### config.mk
export PLATFORM = sky130hd
export DESIGN_NAME = vram_line_writer
export DESIGN_NICKNAME = d
export VERILOG_FILES = /design/src/rtl/vram_line_writer_pkg.sv /design/src/rtl/vram_line_writer.sv
export SDC_FILE = /design/constraint.sdc
export NUM_CORES = 2
export LEC_CHECK = 0
export BUFFER_PORTS_ARGS = -buffer_cell sky130_fd_sc_hd__buf_2
export CAP_MARGIN = 10
export CORE_MARGIN = 2
export CORE_UTILIZATION = 53
export CTS_BUF_LIST = sky130_fd_sc_hd__clkbuf_4
export DETAILED_ROUTE_END_ITERATION = 10
export MAX_ROUTING_LAYER = met4
export PLACE_DENSITY = 0.74
export SLEW_MARGIN = 0
export SYNTH_ARGS = -nofsm -noshare
export SYNTH_HDL_FRONTEND = slang
export SYNTH_SLANG_ARGS = --single-unit
### constraint.sdc
create_clock -name clk -period 10 [get_ports clk]
set_clock_uncertainty 0.05 [all_clocks]
set_input_delay 0 -clock clk [delete_from_list [all_inputs] [get_ports clk]]
set_output_delay 0 -clock clk [all_outputs]
set_load 0.05 [all_outputs]
### src/rtl/vram_line_writer_pkg.sv
// vram_line_writer_pkg: frame geometry and FSM states shared by the VRAM writer and the VGA reader.
package vram_line_writer_pkg;
    localparam int LINE_W = 640;
    localparam int ROWS   = 480;
    localparam int ADDR_W = 9;
    localparam int BEAT_W = 32;
    localparam int BEATS  = LINE_W / BEAT_W;
    localparam int BCNT_W = $clog2(BEATS);
    localparam logic [ADDR_W-1:0] LAST_ROW  = ADDR_W'(ROWS - 1);
    localparam logic [BCNT_W-1:0] LAST_BEAT = BCNT_W'(BEATS - 1);
    typedef enum logic [1:0] {S_FILL, S_WRITE, S_CLEAR} state_t;
endpackage

### src/rtl/vram_line_writer.sv
// vram_line_writer: packs a 1bpp beat stream into VRAM lines on port A and runs full-screen clears.
module vram_line_writer
    import vram_line_writer_pkg::*;
(
    input  logic              clk,
    input  logic              clr_n,
    input  logic              pix_valid,
    output logic              pix_ready,
    input  logic              pix_sof,
    input  logic [BEAT_W-1:0] pix_data,
    input  logic              clear_req,
    input  logic              clear_val,
    output logic              busy,
    output logic              frame_done,
    output logic              vram_we,
    output logic [ADDR_W-1:0] vram_addr,
    output logic [LINE_W-1:0] vram_din
);
    state_t            state, state_nxt;
    logic [BCNT_W-1:0] beat_cnt, beat_idx;
    logic [ADDR_W-1:0] row, row_idx;
    logic [LINE_W-1:0] line, line_nxt;
    logic              accept, start_clear, last_beat, clear_end;
    always_comb begin
        pix_ready   = (state == S_FILL) && !clear_req && clr_n;
        start_clear = (state == S_FILL) && clear_req;
        accept      = pix_valid && pix_ready;
        beat_idx    = pix_sof ? '0 : beat_cnt;
        row_idx     = pix_sof ? '0 : row;
        last_beat   = accept && (beat_idx == LAST_BEAT);
        clear_end   = (state == S_CLEAR) && (row == LAST_ROW);
        line_nxt    = line;
        line_nxt[beat_idx*BEAT_W +: BEAT_W] = pix_data;
        state_nxt   = start_clear ? S_CLEAR :
                      last_beat ? S_WRITE :
                      (state == S_WRITE || clear_end) ? S_FILL : state;
    end
    always_ff @(posedge clk) begin
        if (!clr_n)
            state <= S_FILL;
        else
            state <= state_nxt;
    end
    // Port A outputs are registered; during a clear vram_din itself holds the latched fill colour.
    always_ff @(posedge clk) begin
        if (!clr_n) begin
            beat_cnt   <= '0;
            row        <= '0;
            line       <= '0;
            busy       <= 1'b0;
            frame_done <= 1'b0;
            vram_we    <= 1'b0;
            vram_addr  <= '0;
            vram_din   <= '0;
        end else begin
            vram_we    <= 1'b0;
            frame_done <= 1'b0;
            if (start_clear) begin
                busy      <= 1'b1;
                vram_we   <= 1'b1;
                vram_addr <= '0;
                vram_din  <= {LINE_W{clear_val}};
                row       <= '0;
            end else if (accept) begin
                line       <= line_nxt;
                beat_cnt   <= last_beat ? '0 : beat_idx + 1'b1;
                row        <= row_idx;
                vram_we    <= last_beat;
                vram_addr  <= row_idx;
                vram_din   <= line_nxt;
                frame_done <= last_beat && (row_idx == LAST_ROW);
            end else if (state == S_WRITE) begin
                row <= (row == LAST_ROW) ? '0 : row + 1'b1;
            end else if (clear_end) begin
                busy     <= 1'b0;
                row      <= '0;
                beat_cnt <= '0;
                line     <= '0;
            end else if (state == S_CLEAR) begin
                vram_we   <= 1'b1;
                row       <= row + 1'b1;
                vram_addr <= row + 1'b1;
            end
        end
    end
endmodule
; Word-level counts from Yosys, hierarchy flattened
; Index checks and enable logic that the tools add are counted.
[op_classes]
addsub = 3
mul = 0
div = 0
n_lt_le_gt_ge = 0
n_eq_ne = 9
shift = 2
muxes = 32
bitwise_logic = 3
reduce_logical = 22
[ops]
columns = op, count
row1 = $mux 640, 5
row2 = $bwmux 640, 1
row3 = $shift 32x34->640 const A, 1
row4 = $shiftx 32x34->640, 1
row5 = $mux 9, 9
row6 = $neg 10->34, 1
row7 = $mux 5, 5
row8 = $eq 9x9->1 const B, 2
row9 = $reduce_bool 2->1, 5
row10 = $add 9x1->9 const B, 1
row11 = $mux 1, 9
row12 = $reduce_and 3->1, 3
row13 = $logic_and 1x1->1, 7
row14 = $mux 2, 3
row15 = $ne 2x2->1 const B, 3
row16 = $add 5x1->5 const B, 1
row17 = $eq 5x5->1 const B, 1
row18 = $reduce_bool 4->1, 1
row19 = $not 1->1, 3
row20 = $reduce_bool 3->1, 1
row21 = $reduce_or 3->1, 1
row22 = $eq 2x1->1 const B, 1
row23 = $eq 2x2->1 const B, 1
row24 = $logic_not 2->1, 1
row25 = 4 further kinds, 4
[word_totals]
regBits = 1308
latchBits = 0
ramBits = 0
rom_bits = 0
out_inout_bits = 653
wordCells = 81
memories = 0

; Logic depth before layout (Yosys ltp)
[logic_depth]
depth_word = 7
mapped_depth = 15

; Worst setup path after synthesis
; Ideal clock, no wire load.
[synth_path]
kind = flip-flop to flip-flop
start = reg beat_cnt[0]
end = reg vram_din[555]
arrival_time_ps = 3286
required_time_ps = 9818
path_slack_ps = 6532
path_stages_with_launch = 15
path_buffers = 6
period_less_slack_ps = 3468
path_cell_list = dfxtp_1 -> buf_2 -> nand2b_1 -> clkbuf_1 -> clkbuf_1 -> ha_1 -> o21a_1 -> ha_1 -> or4_1 -> clkbuf_1 -> nor3_2 -> buf_4 -> buf_4 -> mux2i_1 -> a21oi_1
[synth_between]
elab_chain_cells = 6
elab_cells_between_ends = 7
cone_classes = add/sub (1) / shift (2) / mux (4)
[synth_rtl]
columns = item, line_no
row1 = "start, declared", vram_line_writer.sv:20  ; logic [BCNT_W-1:0] beat_cnt, beat_idx;
row2 = "start signal, assigned", vram_line_writer.sv:66  ; beat_cnt <= last_beat ? '0 : beat_idx + 1'b1;
row3 = $mux 5 (*), vram_line_writer.sv:28  ; beat_idx = pix_sof ? '0 : beat_cnt;
row4 = $neg 10->34 (*), vram_line_writer.sv:33  ; line_nxt[beat_idx*BEAT_W +: BEAT_W] = pix_data;
row5 = $shiftx 32x34->640 or $shift 32x34->640 (tied branches), vram_line_writer.sv:33
row6 = $bwmux 640 (*), vram_line_writer.sv:33
row7 = $mux 640 (*), vram_line_writer.sv:64  ; end else if (accept) begin
row8 = $mux 640 (*), vram_line_writer.sv:58  ; if (start_clear) begin
row9 = "end signal, assigned", vram_line_writer.sv:62  ; vram_din <= {LINE_W{clear_val}};
row10 = "end signal, assigned", vram_line_writer.sv:70  ; vram_din <= line_nxt;
row11 = "end, declared", vram_line_writer.sv:17  ; output logic [LINE_W-1:0] vram_din
; Mark *: on every way between the ends. The rest lies on a longest branch, timed or not. The select of a mux whose other input is x is not followed.
; A chain may end at the register's enable or synchronous reset.

; Worst setup path after layout
[layout_path]
start = reg beat_cnt[0]
end = reg line[548]
[layout_between]
elab_chain_cells = 5
elab_cells_between_ends = 6
cone_classes = add/sub (1) / shift (2) / mux (3)
[layout_rtl]
columns = item, line_no
row1 = $mux 5 (*), vram_line_writer.sv:28
row2 = $neg 10->34 (*), vram_line_writer.sv:33
row3 = $shiftx 32x34->640 or $shift 32x34->640 (tied branches), vram_line_writer.sv:33
row4 = $bwmux 640 (*), vram_line_writer.sv:33
row5 = $mux 640 (*), vram_line_writer.sv:64
row6 = "end signal, assigned", vram_line_writer.sv:65  ; line <= line_nxt;
row7 = "end, declared", vram_line_writer.sv:22  ; logic [LINE_W-1:0] line, line_nxt;
; Mark *: on every way between the ends. The rest lies on a longest branch, timed or not.

==> run summary <==
dominant cell type by area after synthesis -> dfxtp_1
Detailed Place HPWL -> 118 mm
setup TNS -> 0 ns
Syn Std Cell Area -> 51300 um^2
DP Worst Slack -> 4.37 ns
Psw -> 4180 uW
Initial Utilization -> 53.3%
Critical Path RT -> 11.06 ns
Core Area -> 96300 um^2
most frequent cells in the layout -> dfxtp_1 (1308), buf_2 (689), o21ai_0 (639)
post-synth top area share -> 51.0%
DRC violations left -> 0
grt ovf -> 0
fmax -> 0.172 GHz
FILL cells -> 8100
Reg area -> 26200 um^2
Post-Syn Instances -> 5561
CTS clock-pin slew for the worst setup and hold paths -> 0.08 ns
Port Buffer Count -> 690
sequential share of the synthesized area -> 51.0%
clock latency on the worst-skew pair -> 1.22 ns
setup violators final -> 0
FP Rows -> 114
CTS Buffer Depth -> 4
Setup crit end kind -> flop
Hold Path Depth -> 5
layout cells sized above 1 -> 22.0%
fin crit share -> 58.2%
post-synthesis mux area share -> 3.76%
relative slew slack -> 11.0%
CP Class -> reg -> reg
main area contributors after synthesis -> dfxtp_1 (51%), o21ai_0 (6.2%), o2bb2ai_1 (5.9%), a22o_1 (4.9%), clkbuf_1 (3.9%)
count of different cell masters after synthesis -> 60
largest family of logic cells by synthesized area -> compound AO/OA/AOI/OAI gates
Yosys warning count -> 0
fin crit period -> 5.82 ns
first-pass GRT wire length -> 292 mm
final worst slack -> 4.18 ns
flop2flop setup slack -> 4.18 ns
Seq pwr share -> 45.3%
slew of the pin with the lowest slew margin -> 1.33 ns
asr flop ratio synth -> 0%
I/O Pins -> 691
most common cell after layout, fill and taps aside -> dfxtp_1
Post-Syn Nets -> 5607
r2r startpoint -> beat_cnt[0]$_SDFFE_PN0P_
maxcap violations -> 0
drt first pass iters -> 6
RR Endpoint -> line[548]$_SDFFE_PN0P_
Synth Area in Simple Gates -> 12.1%
DR WL/cell -> 26.0 um
pwr/cell area -> 207 nW/um^2
clk root buf -> clkbuf_4
CP Data Arrival Time -> 6.88 ns
postcts setup bufs -> 0
internal power -> 8350 uW
Hold Violations, Final -> 0
status -> completed
Die Height -> 315 um
drt total wl -> 201 mm
total CTS buffers -> 344
Net Sw Frac -> 33.4%
global router's overall resource usage -> 39.7%
total number of vias -> 50100
CTS tree -> yes
Top FF cell, synth -> dfxtp_1
Final Max Tran Viols -> 0
Mean Syn Cell Area -> 9.23 um^2
Hold Path Sink -> beat_cnt[2]$_SDFFE_PN0P_
area occupied by multi-input gates -> 23000 um^2
Synth Area in Compound Gates -> 27.9%
Startpoint Class -> flop
Clock Sinks -> 1308
hold slack final -> 0.142 ns
xor-xnor portion of the synthesized cell area -> 0.0853%
net count reported at finish -> 6222
worst-path fanout max -> 41
HP Class -> in -> reg
LEAKAGE -> 0.0233 uW
die span in x -> 315 um
vias in the first global route -> 46500
peak supply drop -> 0.123 mV
Gate power share -> 17.5%
GPL Wtd Cong -> 0.916
initial antenna violation count -> 11
Post-DRT Antenna Nets -> 0
EDFF count, synth -> 0
Synth-to-Final Area Change -> 17.8%
drt via density -> 6.50
Clock power frac -> 37.2%
die area -> 99400 um^2
worst-case reg-to-reg path depth -> 11
Post-Synth Adder-Cell Area -> 0.195%
min-delay src -> pix_sof
H-tree depth -> 5
Starting DRT DRC Count -> 6679
pin count of the biggest net entering global routing -> 274
Synth Register Bits -> 1308
RSZ-0062 raised after global routing -> false
## registers in the layout, indices dropped and copies added, names as in the netlist
register    cells
line          640
vram_din      640
row             9
vram_addr       9
beat_cnt        5
state           2
busy            1
frame_done      1
vram_we         1
## worst max-delay path: stages, from the launching register on
cell       delay [ns]
dfxtp_1          0.52
nand2b_1         0.67
ha_1             0.55
o21a_1           0.13
ha_1             0.21
nor2_1           0.67
o211ai_1         0.54
buf_4            0.37
nor3_4           0.13
buf_4            0.62
nand2_1          0.85
o2bb2ai_1        0.41
## metal layers
| metal | vias to the layer above | track usage [%] | wire [um] |
|---|---|---|---|
| met4 | 0 | 25.1 | 12100 |
| met5 | - | - | 0 |
| met1 | 24100 | 49.0 | 76400 |
| met2 | 3275 | 56.3 | 87200 |
| met3 | 627 | 12.0 | 24900 |
| li1 | 22100 | - | - |
## cell families after synthesis
| group | Yosys count |
|---|---|
| multiplexers | 193 |
| XOR/XNOR | 5 |
| AND/OR/NAND/NOR | 1262 |
| buffers and inverters | 649 |
| flip-flops | 1308 |
| AO/OA/AOI/OAI | 2136 |
| adder cells (fa/ha/maj) | 8 |
## timing repair
action / in CTS / in global routing
hold endpoints to repair: 1308 / 0
resized for setup: 0 / 0
hold buffers: 91 / 0
## Yosys cell counts, types with 24 or more instances
library cell and n:
a31oi_1 160, dfxtp_1 1308, nor3_1 237, and2_1 53
clkbuf_1 536, and3_1 26, buf_2 59, mux2i_1 193
o221ai_1 39, a211o_1 65, nand3_1 160, a221oi_1 24
nor2_1 141, buf_1 30, a211oi_1 103, nand4_1 124
o2bb2ai_1 347, o21a_1 61, nand2_1 408, o21ai_0 640
or3b_2 24, a21oi_1 345, a22o_1 287
## cell type report
class                           count  share of cell area [%]
Tap cell                         1276                    2.64
Multi-Input combinational cell   3604                    38.0
Antenna cell                       24                  0.0993
Timing Repair Buffer              900                    8.92
Inverter                           18                   0.112
Sequential cell                  1308                    43.3
Clock inverter                     98                    1.03
Clock buffer                      478                    5.93
## per-stage QoR
stage / instance area [um^2] / total power [uW] / std cells / util [%]
floorplan: 51300 / 7230 / 5561 / -
global placement: 55200 / 7860 / 7010 / 57.3
detailed placement: 55200 / 7890 / 7012 / 57.3
CTS: 60300 / 12500 / 7679 / 62.7
global route: 60400 / 12900 / 7693 / 62.8
finish: 60500 / 12500 / 7706 / 62.8
## worst max path at each step
stage,from,to,cells after the start
3_5_place_dp,beat_cnt[0]$_SDFFE_PN0P_,line[558]$_SDFFE_PN0P_,11
3_3_place_gp,pix_sof,line[230]$_SDFFE_PN0P_,9
6_report,beat_cnt[0]$_SDFFE_PN0P_,line[548]$_SDFFE_PN0P_,11
2_1_floorplan,beat_cnt[0]$_SDFFE_PN0P_,vram_din[555]$_SDFFE_PN0P_,14
5_1_grt,beat_cnt[0]$_SDFFE_PN0P_,line[549]$_SDFFE_PN0P_,11
4_1_cts,beat_cnt[0]$_SDFFE_PN0P_,line[244]$_SDFFE_PN0P_,8
## power groups by stage
stage | sequential [uW] | combinational, uW | clock, uW
3_5_place_dp | 5770 | 2110 | 0
5_1_grt | 5680 | 2280 | 4980
4_1_cts | 5660 | 2160 | 4690
6_report | 5680 | 2190 | 4660
2_1_floorplan | 6610 | 622 | 0
3_3_place_gp | 5770 | 2090 | 0
No activity file was read; power rests on OpenSTA's default activity.
